===== config.mk =====
export PLATFORM = sky130hd
export DESIGN_NAME = branch_stats_monitor
export DESIGN_NICKNAME = d
export VERILOG_FILES = /design/src/rtl/branch_stats_monitor_pkg.sv /design/src/rtl/branch_stats_monitor_mispredict_log_fifo.sv /design/src/rtl/branch_stats_monitor.sv
export SDC_FILE = /design/constraint.sdc
export NUM_CORES = 1
export LEC_CHECK = 0
export ABC_AREA = 1
export BUFFER_PORTS_ARGS = -buffer_cell sky130_fd_sc_hd__buf_2
export CORE_UTILIZATION = 58
export DETAILED_ROUTE_END_ITERATION = 8
export GPL_TIMING_DRIVEN = 0
export HOLD_SLACK_MARGIN = 0.12
export PLACE_DENSITY = 0.81
export SLEW_MARGIN = 20
export SYNTH_ARGS = -nofsm -noshare
export SYNTH_HDL_FRONTEND = slang
export SYNTH_SLANG_ARGS = --single-unit

===== constraint.sdc =====
create_clock -name clk_i -period 3.9 [get_ports clk_i]
set_input_delay 0.195 -clock clk_i [delete_from_list [all_inputs] [get_ports clk_i]]
set_output_delay 0.195 -clock clk_i [all_outputs]
set_load 0.01 [all_outputs]

===== src/rtl/branch_stats_monitor_pkg.sv =====
// ----------------------------------------------------------------------------
// branch_stats_monitor_pkg
// Shared constants for the branch statistics monitor and its mispredict log:
//   BSM_CNT_W_DEF      default width of every statistics counter
//   BSM_LOG_DEPTH_DEF  default depth of the mispredict log FIFO
//   BSM_PC_W           width of a program counter value
// ----------------------------------------------------------------------------
package branch_stats_monitor_pkg;

   localparam int unsigned BSM_CNT_W_DEF     = 32;
   localparam int unsigned BSM_LOG_DEPTH_DEF = 4;
   localparam int unsigned BSM_PC_W          = 32;

endpackage : branch_stats_monitor_pkg


===== src/rtl/branch_stats_monitor_mispredict_log_fifo.sv =====
// ----------------------------------------------------------------------------
// mispredict_log_fifo
// Small circular FIFO holding the PCs of mispredicted branches.
// Ports:
//   clk_i    rising-edge clock
//   rst_i    synchronous active-high reset (empties the FIFO)
//   clear_i  synchronous software clear (empties the FIFO, beats push/pop)
//   push_i   write data_i at the tail (ignored when full unless popping too)
//   pop_i    remove the head entry (ignored when empty)
//   data_i   PC to store
//   data_o   head entry, forced to 0 while empty
//   count_o  current occupancy, 0..DEPTH
//   full_o   occupancy equals DEPTH
// ----------------------------------------------------------------------------
module mispredict_log_fifo
   import branch_stats_monitor_pkg::*;
#(
   parameter int unsigned DEPTH = BSM_LOG_DEPTH_DEF
) (
   input  logic                       clk_i,
   input  logic                       rst_i,
   input  logic                       clear_i,
   input  logic                       push_i,
   input  logic                       pop_i,
   input  logic [BSM_PC_W-1:0]        data_i,
   output logic [BSM_PC_W-1:0]        data_o,
   output logic [$clog2(DEPTH):0]     count_o,
   output logic                       full_o
);

   localparam int unsigned AW = $clog2(DEPTH);
   localparam logic [AW:0] FULL_CNT = (AW+1)'(DEPTH);
   localparam logic [AW:0] ZERO_CNT = (AW+1)'(0);

   logic [BSM_PC_W-1:0] r_mem [DEPTH];
   logic [AW-1:0]       r_wr_ptr;
   logic [AW-1:0]       r_rd_ptr;
   logic [AW:0]         r_count;

   logic w_empty;
   logic w_full;
   logic w_pop;
   logic w_push;

   assign w_empty = (r_count == ZERO_CNT);
   assign w_full  = (r_count == FULL_CNT);
   assign w_pop   = pop_i && !w_empty;
   // A full FIFO still accepts a write when the head leaves in the same cycle.
   assign w_push  = push_i && (!w_full || w_pop);

   // Storage array: written at the tail, contents never need a reset since
   // every read is qualified by the occupancy count.
   always_ff @(posedge clk_i) begin
      if (w_push && !rst_i && !clear_i) begin
         r_mem[r_wr_ptr] <= data_i;
      end
   end

   // Pointers and occupancy; power-of-two depth lets the pointers wrap freely.
   always_ff @(posedge clk_i) begin
      if (rst_i || clear_i) begin
         r_wr_ptr <= '0;
         r_rd_ptr <= '0;
         r_count  <= ZERO_CNT;
      end else begin
         if (w_push) begin
            r_wr_ptr <= r_wr_ptr + AW'(1);
         end
         if (w_pop) begin
            r_rd_ptr <= r_rd_ptr + AW'(1);
         end
         case ({w_push, w_pop})
            2'b10:   r_count <= r_count + (AW+1)'(1);
            2'b01:   r_count <= r_count - (AW+1)'(1);
            default: r_count <= r_count;
         endcase
      end
   end

   assign data_o  = w_empty ? {BSM_PC_W{1'b0}} : r_mem[r_rd_ptr];
   assign count_o = r_count;
   assign full_o  = w_full;

endmodule : mispredict_log_fifo


===== src/rtl/branch_stats_monitor.sv =====
// ----------------------------------------------------------------------------
// branch_stats_monitor
// Counts cycles, resolved branches, mispredicts and front-end flushes, and
// logs the PC of each mispredicted branch into a small FIFO for software.
// Ports:
//   clk_i, rst_i            clock, synchronous active-high reset
//   branch_valid_i          a branch resolved in EX this cycle
//   predict_i / taken_i     predicted / actual direction (1 = taken)
//   branch_pc_i             PC of the resolving branch
//   flush_i                 IF/ID flush this cycle
//   clear_i                 software clear of counters, log and overflow flag
//   log_ready_i             consumer takes the log head
//   cycle_cnt_o .. flush_cnt_o   saturating statistics counters
//   log_valid_o, log_pc_o   log head (PC is 0 while the log is empty)
//   log_count_o             log occupancy
//   log_overflow_o          sticky: a mispredict was dropped on a full log
// ----------------------------------------------------------------------------
module branch_stats_monitor
   import branch_stats_monitor_pkg::*;
#(
   parameter int unsigned CNT_W     = BSM_CNT_W_DEF,
   parameter int unsigned LOG_DEPTH = BSM_LOG_DEPTH_DEF
) (
   input  logic                        clk_i,
   input  logic                        rst_i,
   input  logic                        branch_valid_i,
   input  logic                        predict_i,
   input  logic                        taken_i,
   input  logic [BSM_PC_W-1:0]         branch_pc_i,
   input  logic                        flush_i,
   input  logic                        clear_i,
   input  logic                        log_ready_i,
   output logic [CNT_W-1:0]            cycle_cnt_o,
   output logic [CNT_W-1:0]            branch_cnt_o,
   output logic [CNT_W-1:0]            mispredict_cnt_o,
   output logic [CNT_W-1:0]            flush_cnt_o,
   output logic                        log_valid_o,
   output logic [BSM_PC_W-1:0]         log_pc_o,
   output logic [$clog2(LOG_DEPTH):0]  log_count_o,
   output logic                        log_overflow_o
);

   localparam int unsigned CW = $clog2(LOG_DEPTH) + 1;

   // Saturating increment: holds at all-ones instead of wrapping.
   function automatic logic [CNT_W-1:0] sat_inc(input logic [CNT_W-1:0] v,
                                                input logic             en);
      if (en && (v != {CNT_W{1'b1}})) begin
         return v + CNT_W'(1);
      end else begin
         return v;
      end
   endfunction

   logic [CNT_W-1:0]    r_cycle_cnt;
   logic [CNT_W-1:0]    r_branch_cnt;
   logic [CNT_W-1:0]    r_mispredict_cnt;
   logic [CNT_W-1:0]    r_flush_cnt;
   logic                r_overflow;

   logic                w_mispredict;
   logic                w_log_valid;
   logic                w_pop;
   logic                w_full;
   logic                w_drop;
   logic [CW-1:0]       w_log_count;
   logic [BSM_PC_W-1:0] w_log_pc;

   assign w_mispredict = branch_valid_i && (predict_i != taken_i);
   assign w_log_valid  = (w_log_count != CW'(0));
   assign w_pop        = w_log_valid && log_ready_i;
   // Dropped only when full and the head is not leaving this same cycle.
   assign w_drop       = w_mispredict && w_full && !w_pop;

   mispredict_log_fifo #(
      .DEPTH   (LOG_DEPTH)
   ) u_log (
      .clk_i   (clk_i),
      .rst_i   (rst_i),
      .clear_i (clear_i),
      .push_i  (w_mispredict),
      .pop_i   (w_pop),
      .data_i  (branch_pc_i),
      .data_o  (w_log_pc),
      .count_o (w_log_count),
      .full_o  (w_full)
   );

   // Statistics counters; reset and clear both discard this cycle's events.
   always_ff @(posedge clk_i) begin
      if (rst_i || clear_i) begin
         r_cycle_cnt      <= {CNT_W{1'b0}};
         r_branch_cnt     <= {CNT_W{1'b0}};
         r_mispredict_cnt <= {CNT_W{1'b0}};
         r_flush_cnt      <= {CNT_W{1'b0}};
      end else begin
         r_cycle_cnt      <= sat_inc(r_cycle_cnt, 1'b1);
         r_branch_cnt     <= sat_inc(r_branch_cnt, branch_valid_i);
         r_mispredict_cnt <= sat_inc(r_mispredict_cnt, w_mispredict);
         r_flush_cnt      <= sat_inc(r_flush_cnt, flush_i);
      end
   end

   // Sticky overflow flag, released only by reset or clear.
   always_ff @(posedge clk_i) begin
      if (rst_i || clear_i) begin
         r_overflow <= 1'b0;
      end else if (w_drop) begin
         r_overflow <= 1'b1;
      end else begin
         r_overflow <= r_overflow;
      end
   end

   assign cycle_cnt_o      = r_cycle_cnt;
   assign branch_cnt_o     = r_branch_cnt;
   assign mispredict_cnt_o = r_mispredict_cnt;
   assign flush_cnt_o      = r_flush_cnt;
   assign log_valid_o      = w_log_valid;
   assign log_pc_o         = w_log_pc;
   assign log_count_o      = w_log_count;
   assign log_overflow_o   = r_overflow;

endmodule : branch_stats_monitor


* Word-level counts from Yosys, hierarchy flattened *
Memories as Yosys holds them, arrays and structs flattened. A register that Yosys moved wholly into a read port is not among the register bits.
Index checks and enable logic that the tools add are counted.

storage, ports and cells
  bits of input ports = 40
  flip-flop bits (word level) = 136
  output and inout bits = 165
  logic and storage cells = 52
  memories = 1
  RAM bits = 128

memory list
  name         depth  width  read ports  clocked after Yosys merged registers in  wr ports  RTL line                                        text
  u_log.r_mem  4      32     1           1                                        1         branch_stats_monitor_mispredict_log_fifo.sv:35  logic [BSM_PC_W-1:0] r_mem [DEPTH];

operators by class
  equality and inequality tests = 8
  multiplexer cells = 6
  reductions and logical operators = 21
  add/subtract/negate cells = 8

operators by type and width
  kind                     count
  $add A32 B1 Y32 const B  4
  $ne A32 B32 Y1 const B   4
  $mux W32                 1
  $logic_and A1 B1 Y1      11
  $pmux W3 S2              1
  $logic_not A1 Y1         5
  $add A2 B1 Y2 const B    2
  $mux W2                  2
  $add A3 B1 Y3 const B    1
  $eq A3 B3 Y1 const B     1
  $logic_not A3 Y1         1
  $reduce_bool A3 Y1       1
  $sub A3 B1 Y3 const B    1
  $eq A2 B1 Y1 const B     1
  $eq A2 B2 Y1 const B     1
  $logic_or A1 B1 Y1       2
  $mux W1                  2
  $reduce_bool A2 Y1       1
  $ne A1 B1 Y1             1

* Logic depth before layout (Yosys ltp) *
Gate-level depths: netlist of the first run.

  word-level depth = 9
  mapped depth = 12
  gate-level depth less buffers = 11

* Hierarchy *
A second synthesis of the first run with hierarchy kept.

second synthesis, totals
  cell total of the unflattened synthesis = 1739
  area total of the unflattened synthesis = 13415.4 um^2

by module, submodules not included
  module                cells an instance  seq. area each (um^2)  instances  area each (um^2)
  branch_stats_monitor  1292               2582.5                 1          7933.9
  mispredict_log_fifo   447                4023.9                 1          5481.5

* Worst setup path before layout of the first run *
No wires, ideal clock.

  kind = input port to flip-flop
  start = in branch_valid_i
  end = mem u_log.r_mem[0][0], enable pin
  cell stages on the path = 7
  required time = 3.479 ns
  data arrival time = 2.397 ns
  path slack = 1.082 ns
  cells stage by stage = buf_2 nand2_1 nor2_4 nand2_1 inv_2 nand2_1 nor2_1

on the way
  longest elaborated chain between the ends = 6

RTL lines
  what                              RTL line                                        text
  start, declared                   branch_stats_monitor.sv:26                      input logic branch_valid_i,
  $logic_and A1 B1 Y1               branch_stats_monitor.sv:69                      assign w_mispredict = branch_valid_i && (predict_i != taken_i);
  $logic_and A1 B1 Y1               branch_stats_monitor_mispredict_log_fifo.sv:49  assign w_push = push_i && (!w_full || w_pop);
  $logic_and A1 B1 Y1 (2 in a row)  branch_stats_monitor_mispredict_log_fifo.sv:54  if (w_push && !rst_i && !clear_i) begin
  $mux W1                           branch_stats_monitor_mispredict_log_fifo.sv:54
  $mux W1 (not written as such)     branch_stats_monitor_mispredict_log_fifo.sv:55  r_mem[r_wr_ptr] <= data_i;
  end, declared                     branch_stats_monitor_mispredict_log_fifo.sv:35

No other way between the ends.

==> reports/metrics.cfg, run 1 <==
[routing]
antenna_left=0
route.detailed.drc=0
drtIter0Drc=1099
vias=12900
avgRoutedWirePerCell_um=15.9
dr.pass1.iters=6
via_per_inst=5.33
wl_mm=38.6

[floorplan]
dieHeight_um=155
initial_core_util_pct=59.5
core_um2=22800
die_area_um2=24100
die_w_um=155
io_pins=205
rows=55

[placed_design]
place_area_um2=15100
hpwl_mm=26.9
gp_congestion=0.957
numPortBuffers=203

[sta]
tightest_slew_ns=0.871
skew_ns=0.0171
maxSlewViolCount=0
relSlewSlack_pct=42.0
rsz0062_at_grt=false
period_needed_ns=2.83
fin_crit_sh_pct=72.5
hold_viol=0
setup_viol=0
setup_tns_ns=0
max_freq_ghz=0.354

[logic_synthesis]
synth_top_area_share_pct=28.3
netlist-cell-type-count=31
synth_cells=1811
syn_area_per_cell_um2=7.51
synth_area_leaders=edfxtp_1 (28%), dfxtp_1 (20%), nand2_1 (15%), nor2_1 (9.9%), inv_1 (3.9%)
syn_area_um2=13600
synthXorXnorAreaFrac_pct=2.96
synthAdderAreaFrac_pct=0.883
yosys.area_share.simple_pct=32.8
syn_nets=1860
yosys_warnings=0
synth-compound-area-share_pct=8.53
muxShareOfSynthArea_pct=0
synth_top_family_by_area=simple AND/OR/NAND/NOR gates
ys_seq_area_share_pct=48.6
yosysTopAreaCell=edfxtp_1
synth_seq_cells=266

[critical_path]
worst_path_max_delay_cell=clkbuf_1
cp_cell_sequence=clkbuf_1 -> clkbuf_1 -> nor2_1 -> nor2_1 -> o21ai_0 -> a21oi_1 -> buf_2
reg2regPathDepth=11
path_depth=7
cp_num_buf_inv=3
worstSetupEndpointType=output port
max_stage_delay_ns=0.58
r2r_setup_slack_ns=1.53
cp_top_family=buffers and inverters
rr_startpoint=cycle_cnt_o[0]
endpoint=log_pc_o[19]
crit_fanout=10
r2r_end=cycle_cnt_o[1]
path_class=flop to output port
required_ns=3.70
cp.arrival_ns=2.63
critPathLaunchType=flop

[layout]
fillers=1830
fin_util_pct=72.2
syn_to_final_growth_pct=21.3
nets=2135
stdcell_area_um2=16500
drive_above_1_share_pct=16.4

[grt]
grt_util_all_layers_pct=31.7
antenna_found_initial=1
grt.met1_usage_pct=39.0
met3_usage_pct=7.02
grt_pass1_vias=12300
grt_overflow_total=0
grt_first_pass_wirelength_mm=60.7
grt.met2_usage_pct=54.6
grt_busiest_layer=met2
grt_max_degree=22

[clock_network]
htreeDepth=1
clock-sinks=266
clockBufferDepth=3
clk_pin_slew_ns=0.07
cts_tree=built
clock_latency_ns=0.55
cts_buffers=28
post-cts-setup-buffers=0
cts_root_buffer=clkbuf_16

[power_and_ir_drop]
power_mw=6.06
peakVddDrop_v=0.000316
p_leak_nw=6.49
powerDensity_nw_per_um2=368

[outcome]
outcome=finished clean

[flow_run]
maxCapViolations=0

[min_path]
hp-class=input port to flop

[cells in the final DEF (no fill, tap or decap), types with 5 or more instances in the layout]
master and instances:
buf_2 213, a21oi_1 99, edfxtp_1 128, nand2_4 9
inv_1 141, nor2_2 7, nor2_4 12, nand3_1 82
clkbuf_1 39, o21ai_0 86, buf_1 5, nand2_1 551
xnor2_1 16, a21oi_2 21, clkbuf_16 28, clkinv_2 6
dlygate4sd3_1 38, nor3_1 15, nor2_1 353, or2_2 7
nand2_2 13, dfxtp_1 138, nand4_1 18, ha_1 8
a31oi_1 8, xor2_1 30
[flip-flops by register name (all words and copies together), names as in the netlist, named ones only]
name              cells
branch_cnt_o         32
cycle_cnt_o          32
flush_cnt_o          32
log_overflow_o        1
mispredict_cnt_o     32
u_log.count_o         3
u_log.r_mem         128
u_log.r_rd_ptr        2
u_log.r_wr_ptr        2
[layer usage]
metal  share of wire, %  vias up  routed length [um]
met5                  0        -                   0
met4                3.2        0                1240
met3                8.3       86                3190
met2                 48      539               18400
met1                 41     5935               15700
li1                   -     6364                   -
[per-stage QoR]
stage	hold slack, ns	setup WS, ns	std cells
2_1_floorplan	0.294	1.08	1811
3_3_place_gp	0.405	-0.0557	2327
3_5_place_dp	0.414	1.37	2331
4_1_cts	0.140	1.15	2421
5_1_grt	0.167	0.931	2422
6_report	0.150	1.07	2423
[final cells by class]
type | count | area, um^2 | share of cell area (%)
plain buffers | 56 | 303 | 1.84
well taps | 313 | 392 | 2.37
diodes | 2 | 5.00 | 0.0303
repair buffers | 245 | 1510 | 9.13
inverters | 146 | 548 | 3.32
multi-input cells | 1343 | 6170 | 37.4
clock buffers | 38 | 778 | 4.72
clock inverters | 14 | 186 | 1.13
flip-flops and latches | 266 | 6610 | 40.1
[worst min-delay path by stage]
stage                                   end  slack [ns]            from  cells after the start
after floorplan           u_log.r_mem[0][0]        0.29  branch_pc_i[0]                      0
after global placement    u_log.r_mem[2][4]        0.41  branch_pc_i[4]                      1
after detailed placement  u_log.r_mem[1][8]        0.41  branch_pc_i[8]                      1
after CTS                 u_log.r_rd_ptr[1]        0.14           rst_i                      4
after global routing      u_log.r_rd_ptr[1]        0.17           rst_i                      4
final                     u_log.r_rd_ptr[1]        0.15           rst_i                      4
[power by group]
group	switching [mW]	total (mW)	internal [mW]	leakage, nW
registers	0.0113	2.95	2.94	2.27
logic	0.213	0.325	0.111	3.75
clock network	1.12	2.79	1.67	0.474
[synth_stat cells (all sizes together)]
cell,number
a21oi,120
dfxtp,138
clkbuf,33
o21ai,86
xor2,30
xnor2,16
edfxtp,128
inv,145
nand4,18
buf,23
nand3b,4
nand2,573
clkinv,1
nand3,82
or2,7
nor2,375
nor3,15
fa,1
ha,8
a31oi,8
[timing repair]
item / in CTS / in global routing
setup endpoints to repair: 0 / 0
hold buffers: 38 / 0
resized for setup: 0 / 0
hold endpoints to repair: 140 / 0
[worst register-to-register path, stage by stage, from the launching register on]
cell	delay [ns]
dfxtp_1	0.46
ha_1	0.37
nand3_1	0.22
inv_1	0.18
nand2_1	0.11
inv_1	0.06
nand3_1	0.17
inv_1	0.15
nand2_1	0.12
buf_2	0.23
nand2_1	0.08
a21oi_1	0.06
[kinds of logic (layout without fill, tap and decap cells)]
kind of cell,count (synthesis),after routing
buffers and inverters,202,499
and+or+nand+nor,1074,1074
xor gates and xnor gates,46,46
other,0,2
DFF,266,266
AOI/OAI and AO/OA,214,214
adders and majority gates,9,9
Note: power is estimated with default switching activity, not from simulation.
==> inputs of run 2 (changes only) <==
--- a/config.mk
+++ b/config.mk
@@ -5,13 +5,13 @@
 export SDC_FILE = /design/constraint.sdc
 export NUM_CORES = 1
 export LEC_CHECK = 0
-export ABC_AREA = 1
+export ABC_AREA = 0
 export BUFFER_PORTS_ARGS = -buffer_cell sky130_fd_sc_hd__buf_2
-export CORE_UTILIZATION = 58
+export CORE_UTILIZATION = 56
 export DETAILED_ROUTE_END_ITERATION = 8
 export GPL_TIMING_DRIVEN = 0
 export HOLD_SLACK_MARGIN = 0.12
-export PLACE_DENSITY = 0.81
+export PLACE_DENSITY = 0.8
 export SLEW_MARGIN = 20
 export SYNTH_ARGS = -nofsm -noshare
 export SYNTH_HDL_FRONTEND = slang
==> constraint.sdc (replaced) <==
create_clock -name clk_i -period 2.7 [get_ports clk_i]
set_input_delay 0.135 -clock clk_i [delete_from_list [all_inputs] [get_ports clk_i]]
set_output_delay 0.135 -clock clk_i [all_outputs]
set_load 0.01 [all_outputs]
==> run 2 against run 1 <==
Against the previous run:
- first-iteration DRC count fell by 32%
- die area fell by 9.7%
- via count fell by 24%
- sequential power rose by 44%
- power rose by 39%
- cell area fell by 11%
- hold slack improved by 0.018 ns
- cell count fell by 33%
- sequential share of layout area rose by 4.9 points
- flip-flop and latch count did not move
- count of clock-buffer cells in the layout rose by 3
- clock skew fell by 0.0057 ns
==> reports/metrics.cfg, run 2 <==
[outcome]
outcome=finished clean

[routing]
vias=9856
avgRoutedWirePerCell_um=19.3
dr.pass1.iters=5
drtIter0Drc=744
route.detailed.drc=0
via_per_inst=6.05
antenna_left=0
wl_mm=31.4

[logic_synthesis]
synth-edff-count=128
synthArstFlopShare_pct=0
synth_top_area_share_pct=32.5
syn_area_um2=11800
ys.flop_type=dfxtp_1
yosys_warnings=0
yosysMostFrequentCell=dfxtp_1
netlist-cell-type-count=55
ys_seq_area_share_pct=55.8
syn_area_per_cell_um2=11.2
yosysTopAreaCell=edfxtp_1
synth_area_leaders=edfxtp_1 (32%), dfxtp_1 (23%), mux4_2 (6.1%), or3_1 (3.4%), a21oi_1 (3.3%)
synth_seq_cells=266
yosys-top-cells-count=dfxtp_1 (138), edfxtp_1 (128), a21oi_1 (77)
synth_cells=1059
syn_nets=1108

[critical_path]
cp_cell_sequence=ha_1 -> buf_2 -> nand2_1 -> or3_1 -> buf_2 -> or3_1 -> or4_1 -> a21oi_1
worstSetupEndpointType=flop
cp_num_buf_inv=2
required_ns=3.16
cp_top_family=simple AND/OR/NAND/NOR gates
path_class=flop to flop
cp.arrival_ns=2.99
worst_path_max_delay_cell=or4_1
max_stage_delay_ns=0.48
crit_fanout=9
critPathLaunchType=flop

[sta]
setup_viol=0
relSlewSlack_pct=34.0
fin_crit_sh_pct=93.7
max_freq_ghz=0.395
setup_tns_ns=0
tightest_slew_ns=0.982
period_needed_ns=2.53
rsz0062_at_grt=false
skew_ns=0.0114
maxSlewViolCount=0
hold_viol=0
whs_ns=0.168

[layout]
final_common_cell=buf_2
multi_input_area_um2=5000
drive_above_1_share_pct=23.5
register_area_um2=6610
largest_register_ffs=128
diodes=0
final_cell_mix=buf_2 (209), dfxtp_1 (138), edfxtp_1 (128)
nets=1386
fillers=1459
syn_to_final_growth_pct=24.1
largest_register=u_log.r_mem

[min_path]
hp-class=input port to flop

[clock_network]
cts_root_buffer=clkbuf_16
cts_buffers=28
htreeDepth=1
cts_tree=built
clk_pin_slew_ns=0.06
clock_latency_ns=0.53
clock-sinks=266
clockBufferDepth=3

[grt]
grt_overflow_total=0
grt_util_all_layers_pct=28.7
grt_first_pass_wirelength_mm=49.9
grt_pass1_vias=9373
grt_max_degree=28
antenna_found_initial=0

[power_and_ir_drop]
powerDensity_nw_per_um2=575
p_leak_nw=5.26
peakVddDrop_v=0.000430

[flow_run]
maxCapViolations=0

[floorplan]
dieHeight_um=147
initial_core_util_pct=57.7
die_area_um2=21700
rows=52
core_um2=20500
die_w_um=147
io_pins=205

[placed_design]
numPortBuffers=202
hpwl_mm=20.5
gp_congestion=0.911

==> run 2: cell types whose count changed after synthesis, moves of 41 or more <==
| cell | previous run | this run |
|---|---|---|
| and2_1 | 0 | 45 |
| or3_1 | 0 | 64 |
| nand3_1 | 82 | 41 |
| nand2_1 | 551 | 73 |
| inv_1 | 141 | 17 |
| nor2_1 | 357 | 61 |
==> run 2: path summary, 6_finish.rpt <==
kind / slack (ns) / endpoint / from / depth (start not counted)
setup / recovery: 0.17 / flush_cnt_o[30] / flush_cnt_o[0] / 8
hold reg to reg: 0.50 / mispredict_cnt_o[31] / mispredict_cnt_o[31] / 2
setup reg to reg: 0.17 / flush_cnt_o[30] / flush_cnt_o[0] / 8
hold / removal: 0.17 / mispredict_cnt_o[3] / predict_i / 5
==> run 2: layout make-up <==
| cell class | instances | share of cell area (%) |
|---|---|---|
| multi-input cells | 724 | 34.1 |
| flip-flops and latches | 266 | 45.0 |
| well taps | 270 | 2.30 |
| clock inverters | 11 | 0.869 |
| repair buffers | 248 | 10.3 |
| plain buffers | 52 | 1.56 |
| inverters | 17 | 0.435 |
| clock buffers | 41 | 5.52 |
==> run 2: report_power, final <==
group	leakage (nW)	switching, mW	internal, mW	total, mW
clock	0.456	1.54	2.36	3.90
combinational	2.54	0.169	0.121	0.290
sequential	2.26	0.0118	4.24	4.25
total	5.26	1.73	6.72	8.45
==> run 2: tightest hold or removal path: stages <==
cell     delay, ns
buf_2         0.08
xor2_1        0.11
nand2_1       0.14
or4_1         0.13
a21oi_1       0.05
==> run 2: kinds of logic after synthesis <==
family,count (synthesis),share of synthesized area [%]
simple gates,433,20.9
buf+inv,69,2.27
mux,42,6.94
flops,266,55.8
xor+xnor,38,2.81
compound gates,202,10.3
fa+ha+maj,9,1.02
==> run 2: what timing repair did <==
item | 4_1_cts | 5_1_grt
hold endpoints to repair | 146 | 0
setup endpoints to repair | 44 | 63
pin swaps | 0 | 3
buffers inserted | 0 | 4
resized for setup | 11 | 25
hold buffers | 38 | 0
==> run 2: routing by layer <==
layer / global-route usage, % / wire length (um)
met1: 36.2 / 12600
met3: 5.59 / 2440
met5: 0 / 0
met2: 51.2 / 15900
met4: 5.93 / 542
==> run 2: through the flow <==
stage	std cells	setup slack [ns]	power, mW	util, %	instance area [um^2]
6_report	1629	0.169	8.45	71.7	14700
5_1_grt	1629	0.0186	8.66	71.7	14700
4_1_cts	1625	0.00584	8.48	71.3	14600
3_5_place_dp	1535	-0.121	4.58	64.8	13300
3_3_place_gp	1531	-0.493	4.56	64.3	13200
2_1_floorplan	1059	0.352	4.46	-	11800
==> inputs of run 3 (changes only) <==
--- a/config.mk
+++ b/config.mk
@@ -12,6 +12,7 @@
 export GPL_TIMING_DRIVEN = 0
 export HOLD_SLACK_MARGIN = 0.12
 export PLACE_DENSITY = 0.8
+export RECOVER_POWER = 50
 export SLEW_MARGIN = 20
 export SYNTH_ARGS = -nofsm -noshare
 export SYNTH_HDL_FRONTEND = slang
==> run 3 against run 2 <==
Against the previous run:
- non-clock buffer count unchanged
- global-route usage unchanged
- flip-flop and latch count unchanged
- count of clock-buffer cells in the layout unchanged
- power about the same
- cell count unchanged
==> reports/metrics.cfg, run 3 (same netlist as run 2, synthesis figures left out) <==
[grt]
grt_max_degree=28
grt_overflow_total=0
grt_pass1_vias=9373
grt_first_pass_wirelength_mm=49.9
antenna_found_initial=0
grt_util_all_layers_pct=28.7

[layout]
largest_register=u_log.r_mem
nets=1386
fin_util_pct=70.7
drive_above_1_share_pct=11.5
syn_to_final_growth_pct=22.4
fillers=1556
diodes=0
final_cell_mix=clkbuf_1 (204), dfxtp_1 (138), edfxtp_1 (128)
layout.cells.non_filler=1629
largest_register_ffs=128
stdcell_area_um2=14500
final_common_cell=clkbuf_1

[clock_network]
clk_pin_slew_ns=0.06
cts_buffers=28
clock_latency_ns=0.53
clock-sinks=266
cts_tree=built
clockBufferDepth=3
htreeDepth=1
cts_root_buffer=clkbuf_16

[routing]
avgRoutedWirePerCell_um=19.2
drtIter0Drc=744
antenna_left=0
via_per_inst=6.08
dr.pass1.iters=7
route.detailed.drc=0
wl_mm=31.3
vias=9903

[floorplan]
die_w_um=147
initial_core_util_pct=57.7
dieHeight_um=147
core_um2=20500
die_area_um2=21700
rows=52
io_pins=205

[critical_path]
cp.arrival_ns=2.98
worstSetupEndpointType=flop
required_ns=3.15
crit_fanout=9
path_class=flop to flop
r2r_setup_slack_ns=0.17
critPathLaunchType=flop

[sta]
tightest_slew_ns=0.984
maxSlewViolCount=0
setup_viol=0
relSlewSlack_pct=33.8
skew_ns=0.0131
max_freq_ghz=0.395
period_needed_ns=2.53
rsz0062_at_grt=false
hold_viol=0
fin_crit_sh_pct=93.7
setup_ws_ns=0.171

[placed_design]
dp.cells=1535
numPortBuffers=202
post-place-ws_ns=-0.121
place_area_um2=13300
gp_congestion=0.911
hpwl_mm=20.5

[flow_run]
maxCapViolations=0

[power_and_ir_drop]
powerDensity_nw_per_um2=583
p_leak_nw=4.59
peakVddDrop_v=0.000431
power_mw=8.44

[outcome]
outcome=finished clean

[min_path]
hp-class=input port to flop

-- run 3: layout make-up --
cell class | count | area, um^2 | area share (%)
buffer | 52 | 229 | 1.58
clock buffer | 41 | 811 | 5.60
multi-input combinational | 724 | 5000 | 34.5
sequential | 266 | 6610 | 45.6
clock inverter | 11 | 128 | 0.881
timing repair buffer | 248 | 1300 | 9.00
tap | 270 | 338 | 2.33
inverter | 17 | 63.8 | 0.441
-- run 3: report_power, final --
group | internal, mW | leakage, nW | switching (mW)
combinational | 0.113 | 1.87 | 0.169
clock | 2.36 | 0.456 | 1.54
sequential | 4.24 | 2.26 | 0.0120
-- run 3: final timing paths --
check	startpoint	endpoint	cells past startpoint
hold / removal	predict_i	mispredict_cnt_o[3]	5
hold reg to reg	mispredict_cnt_o[31]	mispredict_cnt_o[31]	2
setup reg to reg	flush_cnt_o[0]	flush_cnt_o[30]	8
setup / recovery	flush_cnt_o[0]	flush_cnt_o[30]	8
-- run 3: critical path, stage by stage (launching register included) --
cell and delay (ns):
dfxtp_1 0.40, ha_1 0.16, buf_2 0.19, nand2_1 0.11
or3_1 0.37, buf_2 0.19, or3_1 0.42, or4_1 0.48
a21oi_1 0.14
-- run 3: per-stage QoR --
| stage | TNS [ns] | hold WS [ns] |
|---|---|---|
| after floorplan | 0 | 0.234 |
| after detailed placement | -1.27 | 0.353 |
| after global placement | -62.57 | 0.349 |
| after global routing | 0 | 0.177 |
| final | 0 | 0.165 |
| after CTS | 0 | 0.139 |
-- run 3: per-layer routing --
| layer | global-route usage [%] | part of all wire, % |
|---|---|---|
| met5 | 0 | 0 |
| met1 | 36.2 | 40 |
| met2 | 51.2 | 51 |
| met4 | 5.93 | 1.8 |
| met3 | 5.59 | 7.9 |
-- run 3: timing repair --
action                     CTS  global route
hold buffers                38             0
pin swaps                    0             3
gates resized for setup     11            25
setup endpoints to repair   44            63
buffers inserted             0             4
hold endpoints to repair   146             0
